### src/rtl/program_counter_ctrl.sv
// Fetch-address generator: BOOT/RUN/REDIRECT/HALT sequencer with valid/ready fetch handshake.
// Optional feature macro PC_COMPRESSED_EN adds is_compressed (2-byte steps, 2-byte target alignment).
module program_counter_ctrl #(
  parameter int unsigned          WORDSIZE     = 64,
  parameter logic [WORDSIZE-1:0]  RESET_VECTOR = {WORDSIZE{1'b0}},
  parameter int unsigned          INSTR_BYTES  = 4
) (
  input  logic                clk,
  input  logic                reset_n,
  input  logic                fetch_ready,
  input  logic                stall,
  input  logic                branch_taken,
  input  logic [WORDSIZE-1:0] branch_target,
  input  logic                trap,
  input  logic [WORDSIZE-1:0] trap_vector,
  input  logic                halt_req,
  input  logic                resume,
`ifdef PC_COMPRESSED_EN
  input  logic                is_compressed,
`endif
  output logic [WORDSIZE-1:0] addr,
  output logic                addr_valid,
  output logic                misaligned,
  output logic                halted
);

  typedef enum logic [1:0] {
    ST_BOOT     = 2'd0,
    ST_RUN      = 2'd1,
    ST_REDIRECT = 2'd2,
    ST_HALT     = 2'd3
  } state_e;

  localparam logic [WORDSIZE-1:0] STEP_FULL = WORDSIZE'(INSTR_BYTES);
`ifdef PC_COMPRESSED_EN
  localparam logic [WORDSIZE-1:0] STEP_HALF  = WORDSIZE'(2);
  localparam logic [WORDSIZE-1:0] ALIGN_MASK = WORDSIZE'(1);
`else
  localparam logic [WORDSIZE-1:0] ALIGN_MASK = WORDSIZE'(INSTR_BYTES - 1);
`endif

  // Clearing the low bits; for INSTR_BYTES=1 the mask is zero and targets pass through.
  function automatic logic [WORDSIZE-1:0] align_target(input logic [WORDSIZE-1:0] target);
    return target & ~ALIGN_MASK;
  endfunction

  function automatic logic is_misaligned(input logic [WORDSIZE-1:0] target);
    return |(target & ALIGN_MASK);
  endfunction

  state_e              state_q, state_d;
  logic [WORDSIZE-1:0] addr_q, addr_d;
  logic                valid_q, valid_d;
  logic                misaligned_q, misaligned_d;
  logic                halted_q, halted_d;

  logic [WORDSIZE-1:0] step_s;
  logic [WORDSIZE-1:0] target_s;
  logic                redirect_req_s;
  logic                handshake_s;

  // Increment selection and redirect target arbitration (trap wins over branch).
  always_comb begin
`ifdef PC_COMPRESSED_EN
    step_s = is_compressed ? STEP_HALF : STEP_FULL;
`else
    step_s = STEP_FULL;
`endif
    target_s    = trap ? trap_vector : branch_target;
    handshake_s = valid_q && fetch_ready;
    case (state_q)
      ST_HALT: redirect_req_s = trap;
      default: redirect_req_s = trap || branch_taken;
    endcase
  end

  // State and registered-output flops.
  always_ff @(posedge clk or negedge reset_n) begin
    if (!reset_n) begin
      state_q      <= ST_BOOT;
      addr_q       <= RESET_VECTOR;
      valid_q      <= 1'b0;
      misaligned_q <= 1'b0;
      halted_q     <= 1'b0;
    end else begin
      state_q      <= state_d;
      addr_q       <= addr_d;
      valid_q      <= valid_d;
      misaligned_q <= misaligned_d;
      halted_q     <= halted_d;
    end
  end

  // Next-state and next-address logic.
  always_comb begin
    state_d      = state_q;
    addr_d       = addr_q;
    misaligned_d = 1'b0;
    if (redirect_req_s) begin
      addr_d       = align_target(target_s);
      misaligned_d = is_misaligned(target_s);
      state_d      = ST_REDIRECT;
    end else begin
      case (state_q)
        ST_BOOT: begin
          state_d = ST_RUN;
        end
        ST_RUN: begin
          if (halt_req) begin
            if (handshake_s) begin
              addr_d = addr_q + step_s;
            end else begin
              addr_d = addr_q;
            end
            state_d = ST_HALT;
          end else if (stall) begin
            addr_d = addr_q;
          end else if (handshake_s) begin
            addr_d = addr_q + step_s;
          end else begin
            addr_d = addr_q;
          end
        end
        ST_REDIRECT: begin
          state_d = ST_RUN;
        end
        ST_HALT: begin
          if (resume) begin
            state_d = ST_RUN;
          end else begin
            state_d = ST_HALT;
          end
        end
        default: begin
          state_d = ST_BOOT;
          addr_d  = RESET_VECTOR;
        end
      endcase
    end
  end

  // Output decode from the next state so the flags are registered with the state.
  always_comb begin
    case (state_d)
      ST_RUN: begin
        valid_d  = 1'b1;
        halted_d = 1'b0;
      end
      ST_HALT: begin
        valid_d  = 1'b0;
        halted_d = 1'b1;
      end
      default: begin
        valid_d  = 1'b0;
        halted_d = 1'b0;
      end
    endcase
  end

  assign addr       = addr_q;
  assign addr_valid = valid_q;
  assign misaligned = misaligned_q;
  assign halted     = halted_q;

endmodule

### config.mk
export PLATFORM = sky130hd
export DESIGN_NAME = program_counter_ctrl
export DESIGN_NICKNAME = d
export VERILOG_FILES = /design/src/rtl/program_counter_ctrl.sv
export SDC_FILE = /design/constraint.sdc
export NUM_CORES = 1
export LEC_CHECK = 0
export ABC_AREA = 1
export CELL_PAD_IN_SITES_DETAIL_PLACEMENT = 1
export CELL_PAD_IN_SITES_GLOBAL_PLACEMENT = 2
export CORE_UTILIZATION = 23
export DETAILED_ROUTE_END_ITERATION = 16
export HOLD_SLACK_MARGIN = 0.1
export PLACE_DENSITY_LB_ADDON = 0.1
export SLEW_MARGIN = 25
export SYNTH_ARGS = -nofsm -noshare
export SYNTH_HDL_FRONTEND = slang
export SYNTH_SLANG_ARGS = --single-unit
### constraint.sdc
create_clock -name clk -period 1.9 [get_ports clk]
set_input_delay 0.19 -clock clk [delete_from_list [all_inputs] [get_ports clk]]
set_output_delay 0.19 -clock clk [all_outputs]
set_load 0.02 [all_outputs]
==> flow_summary.toml, run 1 <==
[routing]
drcViolationCount = 0
detail_route_met3_wl_um = 1190
topRoutingLayerUsed = "met5"
initialDrtViolationCount = 349
wire_per_inst_um = 18.0
drt-pass1-iter-count = 5
route.detailed.vias_per_inst = 4.65
drtAntennaViolNets = 0
postRouteWirelength_um = 29000
via_count = 7509
drt-met1-wl_um = 14400
route.met2.wl_um = 13100

[cts]
cts.clk_slew.worst_paths_ns = 0.06
clock_latency_ns = 0.35
ctsHtreeMaxLevel = 3
cts-root-to-sink-buffers = 2
tritoncts_clock_tree = "done"
numCtsBuffers = 9
root_buffer = "sky130_fd_sc_hd__clkbuf_16"
numClockSinks = 67

[sta]
minimum_setup_slack_in_the_final_design_ns = 0.0669
finalCritPeriodShare = 0.965
fin_tns_setup_ns = 0
final.hold.worst_slack_ns = 0.403
finalWorstPathRequiredPeriod_ns = 1.83
skew_ns = 0.00813
timing.final.hold_violations = 0
maxClockFrequency_mhz = 546
rsz0062_at_grt = "true"
final-max-slew-violation-count = 0
timing.final.setup_violations = 0

[floorplan]
core_region_area_um2 = 24300
start_util = 0.235
die_x_um = 160
chipHeight_um = 160
placement_rows = 57
io-pin-count = 203
design.die.area_um2 = 25500

[power_and_ir_drop]
total_power_divided_by_cell_area_nw_per_um2 = 679
seq_power_share = 0.299
share_clk_of_total_power = 0.288
intPower_mw = 4.04
comb_power_share = 0.413
power.leakage_nw = 4.33
worst_ir_drop_vdd_uv = 307
power_switching_mw = 2.42
swShare = 0.374

[job]
drv.max_cap_violation_count = 0

[place]
buffer_ports.inserted = 200
post-dp-hpwl_um = 23300
dpl_worst_slack_ns = -0.0240
place_congestion = 0.846

[logic_synthesis]
post_synth_inst_count = 981
synth.yosys.seq_area_share = 0.293
syn_area_um2 = 5720
synthesis.yosys.warnings = 0
synth_cell_types = 37
syn-mean-instance-area_um2 = 5.83
register_bit_count_reported_by_yosys = 67

[worst_setup_path]
worstPathArrival_ns = 1.64
endpoint_kind_of_the_worst_setup_timing_path = "primary output"
timing.critical_path.from_type = "register"
cpPeakStageDelay_ns = 0.69
crit_path_max_fanout = 7
critPathBufInv = 1
worstReg2RegStart = "addr[46]$_DFFE_PN0P_"
crit_slowest_cell = "sky130_fd_sc_hd__clkdlybuf4s50_1"
cp_top_family = "buffers and inverters"
timing.critical_path.from = "addr[56]$_DFFE_PN0P_"
worstPathRequired_ns = 1.71
cell_chain_of_the_critical_path = "clkdlybuf4s50_1"
regToRegSetupSlack_ns = 0.12
timing.setup.critical_path_class = "reg2out"

[grt]
grt_pass1_wl_um = 45500
track_usage = 0.233
grt_antenna_before_repair = 2
number_of_global_route_vias_before_repair = 7904
global_route.overflow_total = 0
grt_max_degree = 68

[layout]
layout_common_cells = "sky130_fd_sc_hd__nand2_1, sky130_fd_sc_hd__clkdlybuf4s50_1, sky130_fd_sc_hd__nor2_1"
layout_commonest_cell = "sky130_fd_sc_hd__nand2_1"
area_growth_pct = 66.4
nets = 1423
drive_gt1_frac = 0.169
n_antenna_cell = 0

[run_status]
run_status = "finished clean"

[min_path]
worstHoldPathType = "in2async"
cell usage after synthesis:
master,count,area share
sky130_fd_sc_hd__ha_1,1,0.0022
sky130_fd_sc_hd__o21ai_2,1,0.0015
sky130_fd_sc_hd__and2_1,1,0.0011
sky130_fd_sc_hd__nor2_2,2,0.0022
sky130_fd_sc_hd__buf_4,3,0.0039
sky130_fd_sc_hd__o21ai_1,4,0.0035
sky130_fd_sc_hd__mux2i_1,1,0.0018
sky130_fd_sc_hd__inv_1,77,0.051
sky130_fd_sc_hd__xor2_1,11,0.017
sky130_fd_sc_hd__nor2_1,166,0.11
sky130_fd_sc_hd__nand2_1,369,0.24
sky130_fd_sc_hd__buf_1,7,0.0046
sky130_fd_sc_hd__buf_6,3,0.0059
sky130_fd_sc_hd__buf_2,15,0.013
sky130_fd_sc_hd__dfrtp_1,67,0.29
sky130_fd_sc_hd__nand3b_1,1,0.0013
sky130_fd_sc_hd__nor3_1,6,0.0053
sky130_fd_sc_hd__o21ai_0,31,0.027
sky130_fd_sc_hd__xnor2_1,4,0.0061
sky130_fd_sc_hd__nand2_4,1,0.0020
sky130_fd_sc_hd__o22ai_1,2,0.0022
sky130_fd_sc_hd__nand4_1,11,0.012
sky130_fd_sc_hd__o21bai_1,16,0.021
sky130_fd_sc_hd__or2_2,1,0.0011
sky130_fd_sc_hd__o211ai_1,9,0.012
sky130_fd_sc_hd__a21boi_0,1,0.0013
sky130_fd_sc_hd__clkbuf_1,14,0.0092
sky130_fd_sc_hd__a21oi_1,34,0.030
sky130_fd_sc_hd__nand3_1,94,0.082
sky130_fd_sc_hd__o31ai_1,4,0.0053
sky130_fd_sc_hd__nor2_4,3,0.0059
sky130_fd_sc_hd__conb_1,1,0.00066
sky130_fd_sc_hd__inv_2,3,0.0020
sky130_fd_sc_hd__nor2_8,1,0.0035
sky130_fd_sc_hd__nand2_2,4,0.0044
sky130_fd_sc_hd__a31oi_1,9,0.0099
sky130_fd_sc_hd__a22oi_1,3,0.0039
what timing repair did:
action | in CTS | in global routing
endpoints found under the hold margin | 67 | 0
setup buffers | 0 | 1
hold buffers | 1 | 0
pin swaps | 0 | 10
resized for setup | 1 | 61
setup endpoints to repair | 2 | 42
metal layers:
layer,up-vias,GRT usage
li1,3725,-
met1,3593,0.328
met2,169,0.375
met3,20,0.0395
met4,2,0.0455
met5,-,0
registers in the layout (all words and copies together), names as in the netlist:
signal / flops
addr_valid: 1
state_q: 2
misaligned: 1
halted: 1
addr: 62
kinds of logic (layout without fill, tap and decap cells):
kind of cell / count (synthesis) / in the layout / share of synthesized area
other: 1 / 2 / 0.000656
multiplexers: 1 / 1 / 0.00175
buffers and inverters: 122 / 431 / 0.0893
XOR/XNOR: 15 / 15 / 0.0230
AO/OA/AOI/OAI: 114 / 114 / 0.117
flip-flops: 67 / 67 / 0.293
AND/OR/NAND/NOR: 660 / 660 / 0.472
adder cells (fa/ha/maj): 1 / 1 / 0.00219
layout make-up:
class | count | area (um2)
fillers | 3150 | 14800
flip-flops and latches | 67 | 1680
clock buffers | 15 | 278
inverters | 80 | 300
multi-input cells | 793 | 3690
repair buffers | 335 | 3120
clock inverters | 1 | 30.0
well taps | 324 | 405
path summary, 6_finish.rpt:
| kind | cells after the start | endpoint |
|---|---|---|
| worst min register to register | 2 | addr[63]$_DFFE_PN0P_ |
| max in group asynchronous | 3 | addr[38]$_DFFE_PN0P_ |
| worst max register to register | 9 | addr[55]$_DFFE_PN0P_ |
| worst min-delay path | 3 | addr[16]$_DFFE_PN0P_ |
| worst max-delay path | 1 | addr[56] |
| min in group clk | 3 | addr[2]$_DFFE_PN0P_ |
through the flow:
stage / instances / area [um2] / total power [mW] / util
detailed placement: 1597 / 9020 / 4.58 / 0.371
global route: 1615 / 9510 / 6.80 / 0.391
global placement: 1597 / 9020 / 4.56 / 0.371
floorplan: 982 / 5720 / 3.02 / -
CTS: 1614 / 9340 / 6.44 / 0.384
finish: 1615 / 9510 / 6.46 / 0.391
power groups by stage:
stage | clock, mW | sequential (mW) | combinational (mW)
after floorplan | 0 | 2.17 | 0.854
after global placement | 0 | 1.94 | 2.62
after detailed placement | 0 | 1.95 | 2.64
after CTS | 1.87 | 1.92 | 2.65
after global routing | 1.91 | 1.97 | 2.92
final | 1.86 | 1.93 | 2.67
Power figures use the tool's default switching activity.
==> inputs of run 2 (changes only) <==
--- a/config.mk
+++ b/config.mk
@@ -10,9 +10,10 @@
 export CELL_PAD_IN_SITES_GLOBAL_PLACEMENT = 2
 export CORE_UTILIZATION = 23
 export DETAILED_ROUTE_END_ITERATION = 16
+export GPL_TIMING_DRIVEN = 0
 export HOLD_SLACK_MARGIN = 0.1
 export PLACE_DENSITY_LB_ADDON = 0.1
-export SLEW_MARGIN = 25
+export SLEW_MARGIN = 20
 export SYNTH_ARGS = -nofsm -noshare
 export SYNTH_HDL_FRONTEND = slang
 export SYNTH_SLANG_ARGS = --single-unit
==> flow_summary.toml, run 2 (synthesis results as in run 1) <==
[grt]
grt_pass1_wl_um = 46100
grt_max_degree = 47
global_route.overflow_total = 0
grt_antenna_before_repair = 0
number_of_global_route_vias_before_repair = 7321
track_usage = 0.243

[sta]
timing_worst_slew_pin_value_ns = 0.508
slew_headroom = 0.661
finalCritPeriodShare = 0.959
timing.final.setup_violations = 0
final-max-slew-violation-count = 0
fin_tns_setup_ns = 0
finalWorstPathRequiredPeriod_ns = 1.82
maxClockFrequency_mhz = 549
timing.final.hold_violations = 0
rsz0062_at_grt = "true"
skew_ns = 0.00998

[floorplan]
design.die.area_um2 = 25500
die_x_um = 160
start_util = 0.235
placement_rows = 57
core_region_area_um2 = 24300
io-pin-count = 203
chipHeight_um = 160

[routing]
drcViolationCount = 0
drtAntennaViolNets = 0
wire_per_inst_um = 19.7
postRouteWirelength_um = 30400
initialDrtViolationCount = 283
drt-pass1-iter-count = 4
route.detailed.vias_per_inst = 4.62
via_count = 7123

[cts]
tritoncts_clock_tree = "done"
clock_latency_ns = 0.35
cts-root-to-sink-buffers = 2
numCtsBuffers = 9
ctsHtreeMaxLevel = 3
cts.clk_slew.worst_paths_ns = 0.07
numClockSinks = 67
root_buffer = "sky130_fd_sc_hd__clkbuf_16"

[worst_setup_path]
crit_path_max_fanout = 5
worstPathRequired_ns = 2.12
worstReg2RegStart = "addr[3]$_DFFE_PN0P_"
reg2reg_depth = 9
worstPathArrival_ns = 2.05
timing.critical_path.from_type = "register"
reg_to_reg_critical_path_endpoint = "addr[18]$_DFFE_PN0P_"
regToRegSetupSlack_ns = 0.08
timing.setup.critical_path_class = "reg2reg"
endpoint_kind_of_the_worst_setup_timing_path = "register"

[layout]
largest_register_ffs = 62
layout.core_utilization = 0.368
drive_gt1_frac = 0.148
n_antenna_cell = 0
fillerInstances = 3151
nets = 1351
layout_commonest_cell = "sky130_fd_sc_hd__nand2_1"
layout_common_cells = "sky130_fd_sc_hd__nand2_1, sky130_fd_sc_hd__clkdlybuf4s50_1, sky130_fd_sc_hd__nor2_1"
area_growth_pct = 56.5

[place]
place_congestion = 0.846
buffer_ports.inserted = 200
post-dp-hpwl_um = 24200

[min_path]
worstHoldPathType = "in2async"

[power_and_ir_drop]
power.leakage_nw = 3.95
total_power_divided_by_cell_area_nw_per_um2 = 695
worst_ir_drop_vdd_uv = 243

[job]
drv.max_cap_violation_count = 0

[run_status]
run_status = "finished clean"
-- run 2: changes by cell type in the layout (fill, tap and decap cells not counted), sizes merged --
cell,change
clkdlybuf4s15,+1
clkdlybuf4s50,+1
buf,-92
clkbuf,+14
clkinv,+3
clkinvlp,+1
-- run 2: cell type report --
class                      instances  area, um2  area share
multi-input combinational        793       3790       0.424
timing repair buffer             221       2180       0.244
sequential                        67       1710       0.191
tap                              324        405      0.0453
inverter                          80        300      0.0336
buffer                            42        262      0.0292
clock buffer                      11        243      0.0271
clock inverter                     5       52.6     0.00587
-- run 2: worst max path at each step --
stage	slack, ns	cells past startpoint	endpoint	start
after floorplan	0.12	10	addr[36]$_DFFE_PN0P_	addr[3]$_DFFE_PN0P_
after global placement	-2.28	1	addr[63]$_DFFE_PN0P_	reset_n
after detailed placement	-0.53	8	addr[37]$_DFFE_PN0P_	trap
after CTS	0.004	10	addr[57]$_DFFE_PN0P_	addr[5]$_DFFE_PN0P_
after global routing	-0.02	11	addr[38]$_DFFE_PN0P_	addr[3]$_DFFE_PN0P_
final	0.08	9	addr[18]$_DFFE_PN0P_	addr[3]$_DFFE_PN0P_
-- run 2: what timing repair did --
item / in CTS / in global routing
buffers inserted: 4 / 14
gates resized for setup: 53 / 93
cloned: 0 / 1
hold buffers: 1 / 0
endpoints found under the setup margin: 57 / 55
hold endpoints to repair: 21 / 0
pin swaps: 2 / 9
-- run 2: report_power, final --
| part | switching, mW | internal [mW] | leakage, nW |
|---|---|---|---|
| Combinational | 1.32 | 1.08 | 3.05 |
| Clock | 0.730 | 1.05 | 0.145 |
| Sequential | 0.387 | 1.66 | 0.758 |
-- run 2: through the flow --
stage	std cells	setup slack (ns)	hold WS [ns]	power [mW]	area (um2)
final	1543	0.0773	0.313	6.22	8950
after detailed placement	1507	-0.528	0.129	4.29	8150
after global routing	1543	-0.0240	0.326	6.57	8950
after global placement	1506	-2.28	0.536	4.26	8130
after CTS	1528	0.00426	0.312	6.13	8610
after floorplan	982	0.122	-0.106	3.02	5720
-- run 2: routing by layer --
layer,vias to the layer above,track usage,part of all wire
li1,3578,-,-
met1,3331,0.340,0.48
met2,184,0.383,0.45
met3,30,0.0421,0.057
met4,0,0.0634,0.017
met5,-,0,0
-- run 2: worst max-delay path: stages (launching register included) --
cell                       delay, ns
sky130_fd_sc_hd__dfrtp_1        0.43
sky130_fd_sc_hd__ha_4           0.18
sky130_fd_sc_hd__nand2_2        0.07
sky130_fd_sc_hd__nor2_4         0.15
sky130_fd_sc_hd__nand2_4        0.08
sky130_fd_sc_hd__nor2_4         0.22
sky130_fd_sc_hd__buf_2          0.22
sky130_fd_sc_hd__xor2_1         0.09
sky130_fd_sc_hd__o211ai_1       0.17
sky130_fd_sc_hd__nand2_1        0.08
